<file path="src/rtl/arb_pkg.sv">
// Shared types and sizing for the 16-way round-robin arbiter.
//   NUM_REQ     : number of requesters
//   IDX_W       : width of a requester index
//   arb_state_e : arbiter FSM state
package arb_pkg;

  localparam int unsigned NUM_REQ = 16;
  localparam int unsigned IDX_W   = 4;

  typedef enum logic {
    ARB_IDLE,
    ARB_GRANT
  } arb_state_e;

endpackage

</file>
<file path="src/rtl/decoder_4_16.sv">
// 4-to-16 one-hot decoder.
//   decoder_i : binary index
//   decoder_o : one-hot output, bit decoder_i set
module decoder_4_16 (
  input  logic [3:0]  decoder_i,
  output logic [15:0] decoder_o
);

  always_comb begin
    decoder_o            = '0;
    decoder_o[decoder_i] = 1'b1;
  end

endmodule

</file>
<file path="src/rtl/rr_arbiter_16.sv">
// Round-robin arbiter sharing one resource among 16 requesters.
// A grant is held until the owner pulses done_i or drops its request; with
// MAX_HOLD != 0 an owner is preempted after MAX_HOLD cycles if others wait.
//   clk_i         : clock, rising edge
//   reset_i       : synchronous active-high reset
//   req_i         : request vector, bit n = requester n
//   done_i        : release pulse from the current owner
//   grant_o       : one-hot grant, zero when idle
//   grant_idx_o   : registered index of the current/last owner
//   grant_valid_o : high while a grant is active
//   preempt_o     : one-cycle pulse after a hold-limit revocation
module rr_arbiter_16
  import arb_pkg::*;
#(
  parameter int unsigned MAX_HOLD = 8
) (
  input  logic               clk_i,
  input  logic               reset_i,
  input  logic [NUM_REQ-1:0] req_i,
  input  logic               done_i,
  output logic [NUM_REQ-1:0] grant_o,
  output logic [IDX_W-1:0]   grant_idx_o,
  output logic               grant_valid_o,
  output logic               preempt_o
);

  localparam int unsigned   HoldW   = (MAX_HOLD == 0) ? 1 : $clog2(MAX_HOLD + 1);
  localparam logic [HoldW-1:0] HoldMax = HoldW'(MAX_HOLD);

  arb_state_e         state_q, state_d;
  logic [IDX_W-1:0]   ptr_q, ptr_d;
  logic [HoldW-1:0]   hold_q, hold_d;
  logic [IDX_W-1:0]   idx_q, idx_d;
  logic               valid_q, valid_d;
  logic               preempt_q, preempt_d;

  logic [NUM_REQ-1:0] others;
  logic               owner_req;
  logic               hold_hit;
  logic [NUM_REQ-1:0] dec_out;

  // First set bit scanning ptr, ptr+1, ... with natural 4-bit wrap.
  function automatic logic [IDX_W-1:0] rr_pick(input logic [NUM_REQ-1:0] req,
                                               input logic [IDX_W-1:0]   ptr);
    logic [IDX_W-1:0] idx;
    logic             found;
    rr_pick = ptr;
    found   = 1'b0;
    for (int i = 0; i < int'(NUM_REQ); i++) begin
      idx = ptr + IDX_W'(i);
      if (!found && req[idx]) begin
        rr_pick = idx;
        found   = 1'b1;
      end
    end
  endfunction

  always_comb begin
    state_d   = state_q;
    ptr_d     = ptr_q;
    hold_d    = hold_q;
    idx_d     = idx_q;
    valid_d   = valid_q;
    preempt_d = 1'b0;
    others    = req_i;
    others[idx_q] = 1'b0;
    owner_req = req_i[idx_q];
    hold_hit  = (MAX_HOLD != 0) && (hold_q == HoldMax) && (|others);

    unique case (state_q)
      ARB_IDLE: begin
        if (|req_i) begin
          idx_d   = rr_pick(req_i, ptr_q);
          valid_d = 1'b1;
          hold_d  = HoldW'(1);
          state_d = ARB_GRANT;
        end
      end
      ARB_GRANT: begin
        if (done_i || !owner_req || hold_hit) begin
          valid_d   = 1'b0;
          ptr_d     = idx_q + 1'b1;
          state_d   = ARB_IDLE;
          // Pulse only when the hold limit alone forced the release.
          preempt_d = hold_hit && !done_i && owner_req;
        end else if ((MAX_HOLD != 0) && (hold_q != HoldMax)) begin
          hold_d = hold_q + 1'b1;
        end
      end
      default: state_d = ARB_IDLE;
    endcase
  end

  always_ff @(posedge clk_i) begin
    if (reset_i) begin
      state_q   <= ARB_IDLE;
      ptr_q     <= '0;
      hold_q    <= '0;
      idx_q     <= '0;
      valid_q   <= 1'b0;
      preempt_q <= 1'b0;
    end else begin
      state_q   <= state_d;
      ptr_q     <= ptr_d;
      hold_q    <= hold_d;
      idx_q     <= idx_d;
      valid_q   <= valid_d;
      preempt_q <= preempt_d;
    end
  end

  decoder_4_16 u_decoder (
    .decoder_i (idx_q),
    .decoder_o (dec_out)
  );

  assign grant_o       = dec_out & {NUM_REQ{valid_q}};
  assign grant_idx_o   = idx_q;
  assign grant_valid_o = valid_q;
  assign preempt_o     = preempt_q;

endmodule

</file>
<file path="config.mk">
export PLATFORM = sky130hd
export DESIGN_NAME = rr_arbiter_16
export DESIGN_NICKNAME = d
export VERILOG_FILES = /design/src/rtl/arb_pkg.sv /design/src/rtl/decoder_4_16.sv /design/src/rtl/rr_arbiter_16.sv
export SDC_FILE = /design/constraint.sdc
export NUM_CORES = 1
export LEC_CHECK = 0
export ABC_AREA = 1
export CORE_ASPECT_RATIO = 1.25
export CORE_MARGIN = 5
export CORE_UTILIZATION = 51
export CTS_CLUSTER_DIAMETER = 100
export DETAILED_ROUTE_END_ITERATION = 12
export PLACE_DENSITY = 0.79
export SLEW_MARGIN = 10
export SYNTH_ARGS = -nofsm -noshare
export SYNTH_HDL_FRONTEND = slang
export SYNTH_SLANG_ARGS = --single-unit
</file>
<file path="constraint.sdc">
create_clock -name clk_i -period 3.7 [get_ports clk_i]
set_input_delay 0.925 -clock clk_i [delete_from_list [all_inputs] [get_ports clk_i]]
set_output_delay 0.925 -clock clk_i [all_outputs]
set_load 0.02 [all_outputs]
</file>
==> metrics.log <==
[metrics] result of the run: completed
[metrics] cell with the largest stage delay on the worst path: sky130_fd_sc_hd__clkdlybuf4s50_1
[metrics] crit-path max FO: 6
[metrics] hold_buf cts: 0
[metrics] area of all placed cells without fillers: 0.003480 mm²
[metrics] Hold WS: 0.5128 ns
[metrics] xor and xnor area share after synthesis: 3.623%
[metrics] final number of max-transition violations: 0
[metrics] multiplexer share of the synthesized area: 0%
[metrics] Warnings, synthesis: 0
[metrics] clock tree from TritonCTS: done
[metrics] Min-Delay Path Class: reg2reg
[metrics] power per standard cell area: 710.5 mW/mm²
[metrics] clock transition at the registers of the reported paths: 0.06 ns
[metrics] fin nets: 621
[metrics] worst-margin pin slew: 0.4588 ns
[metrics] Routed Wire Length: 9446 µm
[metrics] Non-Filler Instances: 652
[metrics] Synth area leaders: sky130_fd_sc_hd__nand2_1, sky130_fd_sc_hd__nand3_1, sky130_fd_sc_hd__dfxtp_1
[metrics] CTS root buffer: sky130_fd_sc_hd__clkbuf_8
[metrics] fraction of final layout cells sized beyond drive strength 1: 7.653%
[metrics] number of top-level pins: 41
[metrics] remaining routing DRC violations: 0
[metrics] Max Clock Freq: 0.2915 GHz
[metrics] CP top delay family: simple AND/OR/NAND/NOR gates
[metrics] VDD IR-drop max: 424.2 µV
[metrics] CP most frequent cell: sky130_fd_sc_hd__nand2_1
[metrics] fraction of the mapped netlist area in adder cells: 5.674%
[metrics] number of buffers on the longest clock path: 2
[metrics] prevailing post-synth register cell: sky130_fd_sc_hd__dfxtp_1
[metrics] TritonRoute pass-1 iters: 5
[metrics] Final Hold Viols: 0
[metrics] most repeated cell in the gate-level netlist after synthesis: sky130_fd_sc_hd__nand2_1
[metrics] Critical Path Sink: grant_idx_o[3]
[metrics] worst reg2reg endpoint: grant_idx_o[3]
[metrics] worst setup timing slack at the placement stage: -0.01296 ns
[metrics] Net Count, Synth: 570
[metrics] Ant. Diodes: 0
[metrics] Post-Syn Instances: 538
[metrics] Routed Antenna Nets: 0
[metrics] internal cell power: 0.0009486 W
[metrics] average size of a mapped cell: 5.328 µm²
[metrics] Reg area: 300.3 µm²
[metrics] wire length of the first global-routing pass: 15520 µm
[metrics] number of rows created at floorplan: 30
[metrics] global placement routability congestion: 0.9887
[metrics] max incr delay on CP: 0.54 ns
[metrics] clock skew: 0.001165 ns
[metrics] sequential power share: 9.7%
[metrics] cell total after placement: 648
[metrics] All-Layer GR Usage: 25.71%
[metrics] DR vias/cell: 5.655
[metrics] unrepaired setup endpoints after global routing: false
[metrics] combinational family with the most area after synthesis: simple AND/OR/NAND/NOR gates
[metrics] most used standard cells in the synthesized netlist: sky130_fd_sc_hd__nand2_1, sky130_fd_sc_hd__nand3_1, sky130_fd_sc_hd__inv_1
[metrics] critical path data arrival time: 3.57 ns
[metrics] synthesized area: 0.002866 mm²
[metrics] number of buffer and inverter stages on the critical path: 3
[metrics] proportion of synthesized flip-flops having asynchronous set or reset: 0%
[metrics] startpoint class of the critical path: primary input
[metrics] fin crit share: 92.71%
[metrics] simple-gate area share of the yosys netlist: 54.39%
[metrics] clock network power share: 5.3%
[metrics] Area after DPL: 0.003420 mm²
[metrics] total number of vias: 3687
[metrics] Routed WL per cell: 14.49 µm
[metrics] number of design-rule violations left by the first detailed-router iteration: 229
[metrics] final design utilization: 63.93%
[metrics] initial antenna violation count: 0
[metrics] Std-Cell Core Area: 0.005443 mm²
[metrics] switching power as a share of total power: 61.63%
[metrics] combinational fraction of design power: 85.0%
[metrics] count of endpoints failing setup in the final report: 0
[metrics] stages on the worst setup path: 19
[metrics] area of the multi-input gates: 0.002236 mm²
[metrics] total number of H-tree levels: 1
[metrics] # fillers: 532
[metrics] number of global-route vias before repair: 3415
[metrics] complex-gate fraction of the synthesized area: 13.84%
[metrics] final HPWL from detailed placement: 7793 µm
[metrics] leakage power of the design: 1.681 nW
[metrics] kind of capture point of the worst setup path: register
[metrics] number of distinct standard cells referenced by the synthesized netlist: 40
[metrics] number of buffers inserted during clock tree synthesis: 3
[metrics] max-cap violation count: 0
[metrics] die width: 77.06 µm
[metrics] final worst path period need: 3.430 ns
[metrics] startpoint of the most critical setup path: req_i[15]
[metrics] least setup slack across all paths after layout: 0.2699 ns
[metrics] portion of the post-synthesis area used by sequential elements: 10.48%
[metrics] gr ovfl total: 0
[metrics] worst r2r path cells: 20
[metrics] Synth top area share: 20.17%
[metrics] die footprint: 0.007229 mm²
[metrics] FF+latch count, synth: 15
[metrics] area leader, netlist: sky130_fd_sc_hd__nand2_1
[metrics] initial standard-cell utilization of the core: 52.67%
[metrics] flop2flop setup slack: 0.47 ns
[metrics] EDFF count, synth: 0
[metrics] area added between synthesis and finish: 21.39%
[metrics] startpoint of the lowest-slack register-to-register path: ptr_q[2]
[metrics] maximum number of pins on one net before global-route repair: 23
[metrics] net load switching power: 0.001523 W
[metrics] die outline height: 93.82 µm
[metrics] worst slew margin relative to its limit: 69.09%
[metrics] Cell Chain, Critical Path: clkdlybuf4s50_1 > nand2_1 > nand3_1 > nand3_1 > nand3_1 > o21ai_2 > inv_2 > nor3_4 > nand3_4 > nor2_8 > nand4_4 > nor2_4 > nand4_2 > o21ai_1 > inv_1 > nand2_1 > nand2_1 > nand2_1 > nand2_1
[metrics] # port buffers: 40
[metrics] WP data required: 3.84 ns
[metrics] Clock Latency Late Sink: 0.24 ns
[metrics] number of sinks driven by the clock tree: 15
[metrics] startpoint-to-endpoint class of the critical path: in2reg
-- area by class of cell --
class	count	share of cell area, %
clock buffers	3	1.187
clock inverters	1	0.1438
inverters	71	7.659
multi-input cells	438	64.26
flip-flops and latches	15	8.630
well taps	64	2.301
repair buffers	60	15.82
-- worst min path at each step --
stage	start	to	slack [ns]	cells past startpoint
global route	hold_q[0]	hold_q[0]	0.57	1
finish	hold_q[0]	hold_q[0]	0.51	1
detailed placement	hold_q[0]	hold_q[0]	0.50	1
floorplan	hold_q[0]	hold_q[0]	0.47	1
CTS	hold_q[0]	hold_q[0]	0.52	1
global placement	hold_q[0]	hold_q[0]	0.50	1
-- power groups by stage --
stage / Clock, W / Sequential (W) / Combinational [W]
4_1_cts: 0.000134 / 0.000238 / 0.00206
6_report: 0.000132 / 0.000239 / 0.00210
3_5_place_dp: 0 / 0.000241 / 0.00205
2_1_floorplan: 0 / 0.000245 / 0.00150
3_3_place_gp: 0 / 0.000242 / 0.00202
5_1_grt: 0.000142 / 0.000245 / 0.00237
-- timing repair --
action,4_1_cts,5_1_grt
endpoints found under the hold margin,0,0
buffers inserted,0,0
resized for setup,0,4
endpoints found under the setup margin,0,3
-- cell usage in the layout (no fill, tap or decap), types with 2 or more instances in the layout --
cell                              instances
sky130_fd_sc_hd__buf_4                   20
sky130_fd_sc_hd__xnor2_1                  3
sky130_fd_sc_hd__nor2_1                  45
sky130_fd_sc_hd__o22ai_1                  3
sky130_fd_sc_hd__nand4_1                 13
sky130_fd_sc_hd__inv_1                   61
sky130_fd_sc_hd__clkinv_1                 4
sky130_fd_sc_hd__nand3_1                 99
sky130_fd_sc_hd__ha_1                    13
sky130_fd_sc_hd__nor2_2                   2
sky130_fd_sc_hd__nand2_1                153
sky130_fd_sc_hd__inv_2                    6
sky130_fd_sc_hd__dfxtp_1                 15
sky130_fd_sc_hd__nand2_2                  3
sky130_fd_sc_hd__nor4_1                   3
sky130_fd_sc_hd__clkbuf_8                 3
sky130_fd_sc_hd__a21oi_1                 22
sky130_fd_sc_hd__xor2_1                   7
sky130_fd_sc_hd__o21ai_1                  5
sky130_fd_sc_hd__nor3_1                  14
sky130_fd_sc_hd__clkdlybuf4s50_1         40
sky130_fd_sc_hd__o21ai_0                 35
-- state kept, by name, indices dropped and copies added (netlist names) --
signal	flops
hold_q	4
ptr_q	4
grant_valid_o	1
grant_idx_o	4
state_q	1
preempt_o	1
-- per-stage QoR --
stage,setup TNS (ns),power [W]
final,0,0.002472
after global routing,0,0.002755
after CTS,0,0.002432
after detailed placement,-0.01296,0.002293
after global placement,0,0.002265
after floorplan,0,0.001740
-- logic make-up after synthesis --
logic type,after synthesis
adder cells (fa/ha/maj),13
flip-flops,15
XOR/XNOR,11
AND/OR/NAND/NOR,340
AO/OA/AOI/OAI,74
buffers and inverters,85
-- layer usage --
metal | wire length [µm] | global-route usage [%] | share of wire, % | vias up
met5 | 0 | 0 | 0 | -
met4 | 442 | 12.18 | 4.7 | 0
met3 | 398 | 2.015 | 4.2 | 35
li1 | - | - | - | 1888
met1 | 3848 | 30.05 | 41 | 1633
met2 | 4757 | 46.95 | 50 | 131
Power figures use the tool's default switching activity.
